[src/rtl/segre_pkg.sv]
// Shared cache parameters and controller state encoding.
// Line size 2^M bytes, NUMBER_OF_LINES direct-mapped lines.
package segre_pkg;

  localparam int WORD_SIZE       = 32;
  localparam int M               = 4;
  localparam int N               = 8;
  localparam int INDEX_SIZE      = N - M;
  localparam int NUMBER_OF_LINES = 1 << INDEX_SIZE;
  localparam int TAG_SIZE        = WORD_SIZE - N;

  typedef enum logic [1:0] {
    IDLE,
    WRITEBACK,
    REFILL
  } cache_state_e;

endpackage

[src/rtl/segre_cache_ctrl.sv]
// Direct-mapped write-back cache controller.
// Zero-latency hits in IDLE; misses write back dirty victim then refill.
module segre_cache_ctrl
  import segre_pkg::*;
(
  input  logic                 clk_i,
  input  logic                 rsn_i,
  input  logic                 req_valid_i,
  input  logic                 req_wr_i,
  input  logic [WORD_SIZE-1:0] req_addr_i,
  output logic                 req_ready_o,
  output logic                 rsp_valid_o,
  output logic [WORD_SIZE-1:0] tag_addr_o,
  input  logic                 tag_is_hit_i,
  input  logic [TAG_SIZE-1:0]  tag_in_index_i,
  output logic                 tag_wr_en_o,
  output logic                 data_wr_en_o,
  output logic                 data_fill_en_o,
  output logic                 mem_rd_req_o,
  output logic                 mem_wr_req_o,
  output logic [WORD_SIZE-1:0] mem_addr_o,
  input  logic                 mem_ack_i,
  output logic [31:0]          hit_cnt_o,
  output logic [31:0]          miss_cnt_o
);

  cache_state_e state_q, state_d;

  logic [WORD_SIZE-1:0]       addr_q, addr_d;
  logic [NUMBER_OF_LINES-1:0] valid_q, valid_d;
  logic [NUMBER_OF_LINES-1:0] dirty_q, dirty_d;
  logic [31:0]                hit_cnt_q, hit_cnt_d;
  logic [31:0]                miss_cnt_q, miss_cnt_d;

  logic [WORD_SIZE-1:0]  cur_addr;
  logic [INDEX_SIZE-1:0] idx;
  logic                  hit;
  logic                  hit_inc;
  logic                  miss_inc;

  // Address presented to the tags: live request in IDLE, held miss otherwise.
  always_comb begin
    cur_addr = (state_q == IDLE) ? req_addr_i : addr_q;
    idx      = cur_addr[N-1:M];
    hit      = tag_is_hit_i & valid_q[idx];
  end

  assign tag_addr_o = cur_addr;
  assign hit_cnt_o  = hit_cnt_q;
  assign miss_cnt_o = miss_cnt_q;

  // Next-state, handshake, memory and array-enable decode.
  always_comb begin
    state_d        = state_q;
    addr_d         = addr_q;
    valid_d        = valid_q;
    dirty_d        = dirty_q;
    req_ready_o    = 1'b0;
    rsp_valid_o    = 1'b0;
    tag_wr_en_o    = 1'b0;
    data_wr_en_o   = 1'b0;
    data_fill_en_o = 1'b0;
    mem_rd_req_o   = 1'b0;
    mem_wr_req_o   = 1'b0;
    mem_addr_o     = '0;
    hit_inc        = 1'b0;
    miss_inc       = 1'b0;
    unique case (state_q)
      IDLE: begin
        req_ready_o = 1'b1;
        if (req_valid_i) begin
          if (hit) begin
            rsp_valid_o  = 1'b1;
            hit_inc      = 1'b1;
            data_wr_en_o = req_wr_i;
            if (req_wr_i) dirty_d[idx] = 1'b1;
          end else begin
            miss_inc = 1'b1;
            addr_d   = req_addr_i;
            if (valid_q[idx] && dirty_q[idx])
              state_d = WRITEBACK;
            else
              state_d = REFILL;
          end
        end
      end
      WRITEBACK: begin
        mem_wr_req_o = 1'b1;
        mem_addr_o   = {tag_in_index_i, idx, {M{1'b0}}};
        if (mem_ack_i) state_d = REFILL;
      end
      REFILL: begin
        mem_rd_req_o = 1'b1;
        mem_addr_o   = {addr_q[WORD_SIZE-1:N], idx, {M{1'b0}}};
        if (mem_ack_i) begin
          data_fill_en_o = 1'b1;
          tag_wr_en_o    = 1'b1;
          valid_d[idx]   = 1'b1;
          dirty_d[idx]   = 1'b0;
          state_d        = IDLE;
        end
      end
      default: state_d = IDLE;
    endcase
  end

  // Saturating hit/miss counters.
  always_comb begin
    hit_cnt_d  = hit_cnt_q;
    miss_cnt_d = miss_cnt_q;
    if (hit_inc && hit_cnt_q != 32'hFFFF_FFFF)
      hit_cnt_d = hit_cnt_q + 32'd1;
    if (miss_inc && miss_cnt_q != 32'hFFFF_FFFF)
      miss_cnt_d = miss_cnt_q + 32'd1;
  end

  // State, held miss address, line status and counters.
  always_ff @(posedge clk_i or negedge rsn_i) begin
    if (!rsn_i) begin
      state_q    <= IDLE;
      addr_q     <= '0;
      valid_q    <= '0;
      dirty_q    <= '0;
      hit_cnt_q  <= '0;
      miss_cnt_q <= '0;
    end else begin
      state_q    <= state_d;
      addr_q     <= addr_d;
      valid_q    <= valid_d;
      dirty_q    <= dirty_d;
      hit_cnt_q  <= hit_cnt_d;
      miss_cnt_q <= miss_cnt_d;
    end
  end

endmodule

[config.mk]
export PLATFORM = sky130hd
export DESIGN_NAME = segre_cache_ctrl
export DESIGN_NICKNAME = d
export VERILOG_FILES = /design/src/rtl/segre_pkg.sv /design/src/rtl/segre_cache_ctrl.sv
export SDC_FILE = /design/constraint.sdc
export NUM_CORES = 1
export LEC_CHECK = 0
export CORE_MARGIN = 3
export CORE_UTILIZATION = 30
export DETAILED_ROUTE_END_ITERATION = 10
export PLACE_DENSITY = 0.57
export SLEW_MARGIN = 30
export SYNTH_ARGS = -nofsm -noshare
export SYNTH_HDL_FRONTEND = slang
export SYNTH_SLANG_ARGS = --single-unit
[constraint.sdc]
create_clock -name clk_i -period 3.9 [get_ports clk_i]
set_input_delay 0.78 -clock clk_i [delete_from_list [all_inputs] [get_ports clk_i]]
set_output_delay 0.78 -clock clk_i [all_outputs]
set_load 0.01 [all_outputs]
== Word-level counts from Yosys, hierarchy flattened ==
Cells that the tools add are included.

* Bits in registers: 130
* Output and inout port bits: 135
* Logic and storage cells: 69

* $add $sub $neg: 2
* Magnitude comparators: 2
* Eq/ne operators: 10
* Muxes and demuxes: 33
* Bitwise operators: 6
* Reduce and logical (&&, ||, !) cells: 10

{| class="wikitable"
|+ Operators by type and width
! kind !! count
|-
| 32-bit by 1-bit adder with 32-bit output, second input constant || 2
|-
| 16-bit 2-to-1 mux || 4
|-
| 32-bit inequality test, second input constant || 2
|-
| 32-bit case mux with 2 select lines || 1
|-
| 32-bit 2-to-1 mux || 1
|-
| 16-bit bitwise OR || 2
|-
| 16-bit case mux with 2 select lines || 1
|-
| 1-bit 2-to-1 mux || 17
|-
| 16-bit bitwise AND || 1
|-
| 16-bit inverter || 1
|-
| 2-bit inequality test, second input constant || 6
|-
| 2-bit 2-to-1 mux || 5
|-
| 1-bit binary-select mux with 4-bit select || 2
|-
| 2-bit case mux with 3 select lines || 1
|-
| 4-bit by 5-bit less-than comparator with 1-bit output, second input constant || 1
|-
| 5-bit AND reduction || 1
|-
| 1-bit demux with 4-bit select || 1
|-
| 4-bit by 1-bit greater-or-equal comparator with 1-bit output, second input constant || 1
|-
| 1-bit logical AND || 4
|-
| 4-bit AND reduction || 1
|-
| 3-bit AND reduction || 1
|-
| 2-bit by 1-bit == test with 1-bit output, second input constant || 1
|-
| 2-bit == test, second input constant || 1
|-
| 2-bit logical NOT || 1
|-
| 4 further kinds || 4
|}

== Depth between registers and ports, before layout ==
* Depth after elaboration: 11
* Mapped depth: 13
* Depth with buffers taken out: 10

== Worst setup path after synthesis ==
No wires, ideal clock.

* Path type: input to output
* From: input port req_addr_i[5]
* To: output port data_wr_en_o
* Arrival: 2.418 ns
* Setup slack: 0.702 ns
* Cell stages on the path: 8
* Cells stage by stage: buf_4 > buf_4 > nor2_1 > a32oi_1 > a41oi_1 > or4_4 > nor2_1 > and2_1

* Cells in the longest elaborated chain, start to end: 7

{| class="wikitable"
|+ Ends and longest elaborated chain
! item !! line !! text
|-
| start: declaration || segre_cache_ctrl.sv:10 || <nowiki>input logic [WORD_SIZE-1:0] req_addr_i,</nowiki>
|-
| 32-bit 2-to-1 mux || segre_cache_ctrl.sv:43 || <nowiki>cur_addr = (state_q == IDLE) ? req_addr_i : addr_q;</nowiki>
|-
| 1-bit binary-select mux with 4-bit select || segre_cache_ctrl.sv:45 || <nowiki>hit = tag_is_hit_i & valid_q[idx];</nowiki>
|-
| 1-bit 2-to-1 mux (implied by the code) || segre_cache_ctrl.sv:45 ||
|-
| 1-bit bitwise AND || segre_cache_ctrl.sv:45 ||
|-
| 1-bit 2-to-1 mux || segre_cache_ctrl.sv:72 || <nowiki>if (hit) begin</nowiki>
|-
| 1-bit 2-to-1 mux || segre_cache_ctrl.sv:71 || <nowiki>if (req_valid_i) begin</nowiki>
|-
| 1-bit 2-to-1 mux || segre_cache_ctrl.sv:68 || <nowiki>unique case (state_q)</nowiki>
|-
| end: declaration || segre_cache_ctrl.sv:17 || <nowiki>output logic data_wr_en_o,</nowiki>
|}

Every way passes these cells. The select of a mux whose other input is x is not followed.

== Worst setup path after layout ==
Ends and elaborated chain as after synthesis.

==> results_dict.tcl <==
set metrics [dict create \
    p_leak_nw 4.202 \
    nNetsFinal 941 \
    ys_top_cells_by_area "dfrtp_1 47%, mux2_2 11%, xnor2_1 4.2%, xor2_1 3.7%, nand2_1 3.2%" \
    rr_startpoint "state_q[0]" \
    grt_overflow_total 0 \
    antennaDiodeCount 0 \
    wl_um 20550 \
    final.setup.tns_ns 0 \
    place_worst_setup_slack_ns -0.2591 \
    grt_pass1_vias 5836 \
    status "finished clean" \
    clk_pin_slew_worst_paths_ns 0.06 \
    drive_gt1_share_pct 17.14 \
    clock_latency_ns 0.42 \
    cts.path.max_buffers 2 \
    r2r_cells 13 \
    fin_crit_ns 3.804 \
    dieArea_um2 24980 \
    synth_top_cell_by_area "dfrtp_1" \
    dr_total_vias 5866 \
    routabilityCongestion 0.8572 \
    io-pin-count 197 \
    die_width_um 158.0 \
    finalSetupViolations 0 \
    track_usage_pct 16.36 \
    irDropWorstVdd_mv 0.3122 \
    synthDistinctLibCells 55 \
    fp-row-count 55 \
    ys_warn_count 0 \
    startpoint_type "primary input" \
    setup_ws_ns 0.09569 \
    period_share_pct 97.55 \
    grt_first_pass_wirelength_um 32170 \
    synthFlopType "dfrtp_1" \
    finalHoldViolCount 0 \
    fin_cells 1172 \
    synth_common_cells "130 x dfrtp_1, 68 x mux2_2, 60 x nand2_1, 42 x nor2_1, 33 x xnor2_1" \
    relSlewSlack_pct 46.94 \
    final_antenna_net_count 0 \
    p_total_mw 6.784 \
    maxClockFrequency_mhz 262.9 \
    end_kind "output pin" \
    crit_type "primary input to output pin" \
    synth-edff-count 0 \
    avgSynthCellArea_um2 10.43 \
    rsz0062_at_grt "false" \
    portBuffers 192 \
    synth_area_um2 6935 \
    initial_core_util_pct 30.54 \
    r2r-end "hit_cnt_o[16]" \
    post_cts_buffers 0 \
    hold_path_class "primary input to asynchronous set/reset pin" \
    grt_max_degree 94 \
    placed_cells 1140 \
    r2r_slack_ns 0.54 \
    dp_hpwl_um 14680 \
    wl_per_cell_um 17.54 \
    cts_buffers 17 \
    die_h_um 158.0 \
    drt_pass1_iterations 4 \
    synth_top_area_share_pct 46.91 \
    clk_root_buffer_cell "clkbuf_16" \
    yosysMostFrequentCell "dfrtp_1" \
    ys_seq_elements 130 \
    via_per_inst 5.005 \
    drv_cap 0 \
    coreArea_um2 22710 \
    tightest_slew_ns 0.7959 \
    async_flop_share_pct 100.0 \
    power_density_nw_per_um2 684.6 \
    clock_skew_ns 0.01591 \
    drcViolationCount 0 \
    syn2layout_area_growth_pct 42.86 \
    grt_antenna_before_repair 1 \
    synth_cells 665 \
    drv_slew 0 \
    worstPathArrival_ns 3.02 \
    clkSinkCount 130 \
    path_max_fanout 14 \
    cts.htree.levels 4 \
    cts_tree "yes" \
    utilization_pct 43.63 \
    crit_required_ns 3.12 \
    yosysSeqAreaShare_pct 46.91 \
    drt_iter0_drc 310 \
]
worst max-delay path, stage by stage:
cell and delay, ns:
clkdlybuf4s50_1 0.40, buf_4 0.18, nor4bb_1 0.15, a31oi_1 0.21, a41oi_2 0.18, or4_4 0.59, nor2_4 0.13, and2_1 0.12
dlygate4sd2_1 0.27
layer usage:
metal / share of wire (%) / wire (um) / GRT usage [%]
met1: 47 / 9593 / 23.04
met2: 46 / 9407 / 24.51
met3: 6.2 / 1270 / 5.139
met4: 1.3 / 269 / 4.220
met5: 0.063 / 13 / 0
through the flow:
| stage | hold slack (ns) | instance area [um2] |
|---|---|---|
| after global routing | 0.4750 | 9908 |
| after floorplan | 0.4296 | 6947 |
| after CTS | 0.4786 | 9893 |
| after detailed placement | 0.4644 | 9323 |
| final | 0.4099 | 9908 |
| after global placement | 0.4656 | 9316 |
worst max path at each step:
| stage | to | from | slack (ns) | cells past startpoint |
|---|---|---|---|---|
| 6_report | data_wr_en_o | req_addr_i[5] | 0.1 | 9 |
| 2_1_floorplan | data_wr_en_o | req_addr_i[5] | 0.70 | 8 |
| 3_5_place_dp | rsp_valid_o | req_addr_i[4] | -0.26 | 9 |
| 4_1_cts | rsp_valid_o | req_addr_i[5] | 0.07 | 9 |
| 5_1_grt | data_wr_en_o | req_addr_i[5] | 0.001 | 9 |
| 3_3_place_gp | rsp_valid_o | req_addr_i[4] | -0.25 | 9 |
logic make-up (layout without fill, tap and decap cells):
group	after synthesis	count (layout)	synth area share, %
AOI/OAI and AO/OA	114	114	11.76
buffers and inverters	63	282	4.330
other	1	4	0.05407
and+or+nand+nor	220	220	16.89
xor gates and xnor gates	62	62	7.830
DFF	130	130	46.91
adders and majority gates	5	5	0.9020
muxes	70	70	11.33
where the power goes:
part	switching [mW]	internal [mW]	leakage, nW
Sequential	0.318	1.71	1.64
Clock	0.690	0.846	0.279
Combinational	1.54	1.69	2.28
Total	2.54	4.24	4.20
area by class of cell:
type	count	area, um2
Clock buffer	17	425.4
Fill cell	2216	12800
Tap cell	285	356.6
Inverter	23	86.33
Multi-Input combinational cell	475	3437
Timing Repair Buffer	227	2211
Sequential cell	130	3253
Clock inverter	15	138.9
what timing repair did:
action	4_1_cts	5_1_grt
gates cloned	0	0
hold buffers	0	0
endpoints found under the setup margin	2	2
gates resized for setup	5	3
cells in the final DEF (no fill, tap or decap), types with 9 or more instances in the layout:
cell type	instances
o31ai_1	17
nand4_1	13
nand3_1	15
clkbuf_16	17
nor2b_1	26
xnor2_1	33
clkdlybuf4s50_1	188
mux2_2	68
a22oi_1	24
xor2_1	29
a32oi_1	9
buf_4	33
nor2_1	41
a21o_1	16
o21ai_0	18
nor3_1	9
nand2_1	60
dfrtp_1	130
inv_1	23
and3_1	10
nor4_1	13
No activity file was read; power rests on OpenSTA's default activity.
